--- src/rtl/jtdd_snd_bridge.sv ---
// Main-to-sound CPU byte bridge: a 4-entry FIFO when JTDD_SNDFIFO_EN is defined,
// otherwise a single-entry latch where an unread byte is overwritten and flagged.
module jtdd_snd_bridge (
    input  logic       clk,
    input  logic       nRESET,
    input  logic       main_wr,
    input  logic [7:0] main_din,
    input  logic       sres_b,
    input  logic       snd_rd,
    output logic [7:0] snd_dout,
    output logic       snd_irq_n,
    output logic       pending,
    output logic [2:0] count,
    output logic       overflow
);

`ifdef JTDD_SNDFIFO_EN
    localparam int DEPTH = 4;
`else
    localparam int DEPTH = 1;
`endif

    logic [7:0] mem_q [4];
    logic [1:0] wr_ptr_q, wr_ptr_d;
    logic [1:0] rd_ptr_q, rd_ptr_d;
    logic [2:0] count_q, count_d;
    logic       ovf_q, ovf_d;
    logic [7:0] dout_q, dout_d;
    logic       irq_n_q;
    logic       armed_q;

    logic wr_en, rd_en, do_wr, do_rd, full, lost, grow;

    function automatic logic [1:0] ptr_next(input logic [1:0] p);
        return (p == 2'(DEPTH - 1)) ? 2'd0 : p + 2'd1;
    endfunction

    always_comb begin
        // Strobes are ignored on the clk edge that releases reset.
        wr_en = main_wr & armed_q;
        rd_en = snd_rd & armed_q;
        do_rd = rd_en & (count_q != 3'd0);
        full  = (count_q == 3'(DEPTH));
        lost  = wr_en & full & ~do_rd;
`ifdef JTDD_SNDFIFO_EN
        do_wr = wr_en & ~lost;
        grow  = do_wr;
`else
        // The latch overwrites its only entry; wr_ptr and rd_ptr both stay at 0.
        do_wr = wr_en;
        grow  = do_wr & ~lost;
`endif
        rd_ptr_d = do_rd ? ptr_next(rd_ptr_q) : rd_ptr_q;
        wr_ptr_d = do_wr ? ptr_next(wr_ptr_q) : wr_ptr_q;
        count_d  = count_q + 3'(grow) - 3'(do_rd);
        ovf_d    = ovf_q | lost;
        dout_d   = dout_q;
        // The new head is the incoming byte when it lands where rd_ptr will point.
        if (count_d != 3'd0) begin
            dout_d = (do_wr && (wr_ptr_q == rd_ptr_d)) ? main_din : mem_q[rd_ptr_d];
        end
        if (!sres_b) begin
            do_wr    = 1'b0;
            rd_ptr_d = 2'd0;
            wr_ptr_d = 2'd0;
            count_d  = 3'd0;
            ovf_d    = 1'b0;
            dout_d   = dout_q;
        end
    end

    always_ff @(posedge clk or negedge nRESET) begin
        if (!nRESET) begin
            wr_ptr_q <= 2'd0;
            rd_ptr_q <= 2'd0;
            count_q  <= 3'd0;
            ovf_q    <= 1'b0;
            dout_q   <= 8'h00;
            irq_n_q  <= 1'b1;
            armed_q  <= 1'b0;
        end else begin
            wr_ptr_q <= wr_ptr_d;
            rd_ptr_q <= rd_ptr_d;
            count_q  <= count_d;
            ovf_q    <= ovf_d;
            dout_q   <= dout_d;
            irq_n_q  <= (count_d == 3'd0);
            armed_q  <= 1'b1;
        end
    end

    always_ff @(posedge clk) begin
        if (do_wr) mem_q[wr_ptr_q] <= main_din;
    end

    assign snd_dout  = dout_q;
    assign snd_irq_n = irq_n_q;
    assign pending   = ~irq_n_q;
    assign count     = count_q;
    assign overflow  = ovf_q;

endmodule
--- config.mk ---
export PLATFORM = sky130hd
export DESIGN_NAME = jtdd_snd_bridge
export DESIGN_NICKNAME = d
export VERILOG_FILES = /design/src/rtl/jtdd_snd_bridge.sv
export SDC_FILE = /design/constraint.sdc
export NUM_CORES = 1
export LEC_CHECK = 0
export BUFFER_PORTS_ARGS = -buffer_cell sky130_fd_sc_hd__buf_2
export CORE_AREA = 2 2 73 75
export CTS_CLUSTER_SIZE = 16
export DETAILED_ROUTE_END_ITERATION = 8
export DIE_AREA = 0 0 75 77
export PLACE_DENSITY_LB_ADDON = 0.05
export SYNTH_ARGS = -nofsm -noshare
export SYNTH_HDL_FRONTEND = slang
export SYNTH_SLANG_ARGS = --single-unit
--- constraint.sdc ---
create_clock -name clk -period 5.5 [get_ports clk]
set_clock_uncertainty 0.15 [all_clocks]
set_input_delay 0.275 -clock clk [delete_from_list [all_inputs] [get_ports clk]]
set_output_delay 0.275 -clock clk [all_outputs]
set_load 0.03 [all_outputs]
==> results.json <==
{
  "n_fill_cell": 428,
  "ys_ff_latch": 50,
  "dr.first_iter.drc_count": 68,
  "cts_setup_buffers": 0,
  "synthCells": 145,
  "path_cells": "nand2_1 > nor4_1 > or2_1 > ha_1 > inv_1 > ha_1 > inv_1 > fa_1 > xnor2_1 > xnor2_1 > o21ai_1 > nor4bb_1 > buf_4 > a221o_1",
  "min_path_type": "input pin to flip-flop",
  "drv_cap": 0,
  "cpMaxStageDelayCell": "o21ai_1",
  "finalCritPeriodShare_pct": 66.6,
  "syn_nets": 166,
  "die_area_sq_um": 5780,
  "yosysUniqueCellTypes": 27,
  "initial_core_util_pct": 44.0,
  "clock_latency_ns": 0.29,
  "area_delta_synth_final_pct": 14.9,
  "finalHoldViolCount": 0,
  "design_power_total_w": 0.00103,
  "switching_share_pct": 32.5,
  "regToRegStartpoint": "armed_q",
  "syn_area_sq_um": 2190,
  "drv_slew": 0,
  "period_minus_slack_ns": 3.66,
  "start_kind": "flip-flop",
  "p_comb_share_pct": 29.2,
  "cts.clk_slew.worst_paths_ns": 0.09,
  "fp.dieH_um": 77,
  "worstPathArrival_ns": 3.70,
  "reg2reg_slack_ns": 1.84,
  "grt_pass1_vias": 1346,
  "gp_congestion": 0.740,
  "status": "complete, no violations",
  "critPathBufInv": 3,
  "slew_headroom_pct": 58.1,
  "power.switching_w": 0.000334,
  "r2r_cells": 14,
  "drt-wirelength-per-cell_um": 16.8,
  "yosys_warnings": 0,
  "dr.pass1.iters": 4,
  "cts-root-buf": "clkbuf_8",
  "hpwl_mm": 2.87,
  "cts_made_buffers": 5,
  "io_buffers": 26,
  "dieWidth_um": 75,
  "yosysSeqAreaShare_pct": 64.5,
  "grt_pass1_wl_mm": 6.71,
  "fin_cells": 247,
  "timing.setup.tns_ns": 0,
  "multiInputGateArea_sq_um": 718,
  "grt_antenna_before_repair": 0,
  "core-area_sq_um": 4980,
  "cp_slowest_stage_delay_ns": 0.52,
  "min_from": "main_din[4]",
  "drive_above_1_share_pct": 22.6,
  "p_per_area_nw_per_um2": 409,
  "cts_resized": 0,
  "power.share.clock_pct": 24.4,
  "cts_max_level": 2,
  "drc": 0,
  "hold-path-cell-count": 1,
  "avgSynthCellArea_sq_um": 15.1,
  "internal_power_w": 0.000694,
  "clk_path_buf_depth": 2,
  "cts.sinks": 50,
  "end_kind": "flip-flop",
  "max-vdd-ir-drop_uv": 163,
  "ant_nets": 0,
  "p_leak_nw": 1.01,
  "nets": 197,
  "worstMarginPinSlew_ns": 0.624,
  "cp_max_fo": 11,
  "regArea_sq_um": 1410,
  "via_per_inst": 5.11,
  "drt-total-wl_mm": 4.15,
  "critPathKind": "flip-flop to flip-flop",
  "globalRouteOverflowTotal": 0,
  "diodes": 0,
  "hold_buffers": 1,
  "finish.utilization_pct": 50.6,
  "core.rowCount": 26,
  "grt_max_degree": 19,
  "cp.required_ns": 5.54,
  "track_usage_pct": 16.2,
  "rsz0062_at_grt": "no",
  "setup_viol": 0,
  "pin_count": 27,
  "cts_tree": "yes",
  "rr_endpoint": "snd_dout[5]",
  "dp.cells": 238,
  "cpLargestDelayFamily": "compound AO/OA/AOI/OAI gates",
  "whs_endpoint": "mem_q[2][4]",
  "fmax_ghz": 0.273,
  "num_vias": 1263,
  "seq_power_share_pct": 46.4
}
cell usage in the layout (no fill, tap or decap):
cell,n
buf_4,3
clkbuf_8,5
nand2_1,3
nand2b_1,2
mux2i_1,24
o21a_1,1
buf_2,26
edfxtp_1,32
a221o_1,8
o21ai_1,1
and2_1,15
xnor2_1,4
and3_1,1
o311a_1,1
dlygate4sd3_1,1
bufinv_16,1
a21boi_0,2
nand3_1,3
clkbuf_1,1
ha_1,7
fa_1,1
conb_1,1
or2_1,1
a31oi_2,1
clkinvlp_4,1
dfstp_2,1
nor4_1,1
inv_1,7
nor4bb_1,1
nor2b_1,2
mux2i_2,2
dfrtp_1,17
worst max path at each step:
stage / start / end / cells past startpoint
after floorplan: count[1] / snd_dout[0] / 12
after global placement: armed_q / snd_dout[2] / 14
after detailed placement: armed_q / snd_dout[5] / 14
after CTS: armed_q / snd_dout[5] / 14
after global routing: armed_q / snd_dout[7] / 14
final: armed_q / snd_dout[5] / 14
flip-flops by register name, indices dropped and copies added (netlist names):
name / cells
wr_ptr_q: 2
snd_dout: 8
mem_q: 32
rd_ptr_q: 2
armed_q: 1
count: 3
overflow: 1
snd_irq_n: 1
power by group through the flow:
stage | clock network [W] | registers, W | logic [W]
after floorplan | 0 | 0.000560 | 0.000134
after global placement | 0 | 0.000486 | 0.000288
after detailed placement | 0 | 0.000486 | 0.000299
after CTS | 0.000256 | 0.000478 | 0.000303
after global routing | 0.000276 | 0.000484 | 0.000324
final | 0.000251 | 0.000477 | 0.000301
cell usage after synthesis:
| library cell | n | area share [%] |
|---|---|---|
| conb_1 | 1 | 0.17 |
| o311a_1 | 1 | 0.46 |
| o21ai_1 | 1 | 0.23 |
| fa_1 | 1 | 0.91 |
| and3_1 | 1 | 0.29 |
| dfstp_2 | 1 | 1.2 |
| and2_1 | 15 | 4.3 |
| o21a_1 | 1 | 0.34 |
| nor2b_1 | 2 | 0.57 |
| xnor2_1 | 4 | 1.6 |
| nand2_1 | 3 | 0.51 |
| a21boi_0 | 2 | 0.69 |
| clkbuf_1 | 2 | 0.34 |
| dfrtp_1 | 17 | 19 |
| nor4bb_1 | 1 | 0.46 |
| nand3_1 | 3 | 0.69 |
| edfxtp_1 | 32 | 44 |
| nor4_1 | 1 | 0.29 |
| a221o_1 | 8 | 3.7 |
| nand2b_1 | 2 | 0.57 |
| or2_1 | 1 | 0.29 |
| buf_4 | 3 | 1.0 |
| inv_1 | 7 | 1.2 |
| buf_6 | 1 | 0.51 |
| mux2i_1 | 26 | 12 |
| ha_1 | 7 | 4.0 |
| a31oi_2 | 1 | 0.57 |
stage by stage:
stage,instance area [sq um],setup slack [ns],hold WS (ns)
after global placement,2400,1.95,0.0755
after global routing,2520,1.54,0.0481
after detailed placement,2400,1.84,0.0808
after CTS,2520,1.82,0.0495
final,2520,1.84,0.0599
after floorplan,2190,2.26,-0.171
cell families (layout without fill, tap and decap cells):
logic type	count (synthesis)	in the layout	share of synthesized area, %
AO/OA/AOI/OAI	14	14	5.94
XOR/XNOR	4	4	1.60
multiplexers	26	26	11.9
AND/OR/NAND/NOR	29	29	7.94
adder cells (fa/ha/maj)	8	8	4.91
buffers and inverters	13	45	3.08
flip-flops	50	50	64.5
other	1	1	0.171
metal layers:
| metal | vias to the layer above | track usage [%] | part of all wire, % | wire length [um] |
|---|---|---|---|---|
| met4 | 0 | 5.54 | 1.9 | 78 |
| li1 | 589 | - | - | - |
| met1 | 636 | 21.9 | 47 | 1950 |
| met2 | 31 | 24.9 | 47 | 1960 |
| met3 | 7 | 4.47 | 3.9 | 160 |
| met5 | - | 0 | 0 | 0 |
cell type report:
class                      count  share of cell area, %
clock buffer                   6                   2.88
clock inverter                 2                   1.49
inverter                       7                   1.04
multi-input combinational     82                   28.5
sequential                    50                   56.1
tap                           70                   3.48
timing repair buffer          30                   6.46
No activity file was read; power rests on OpenSTA's default activity.
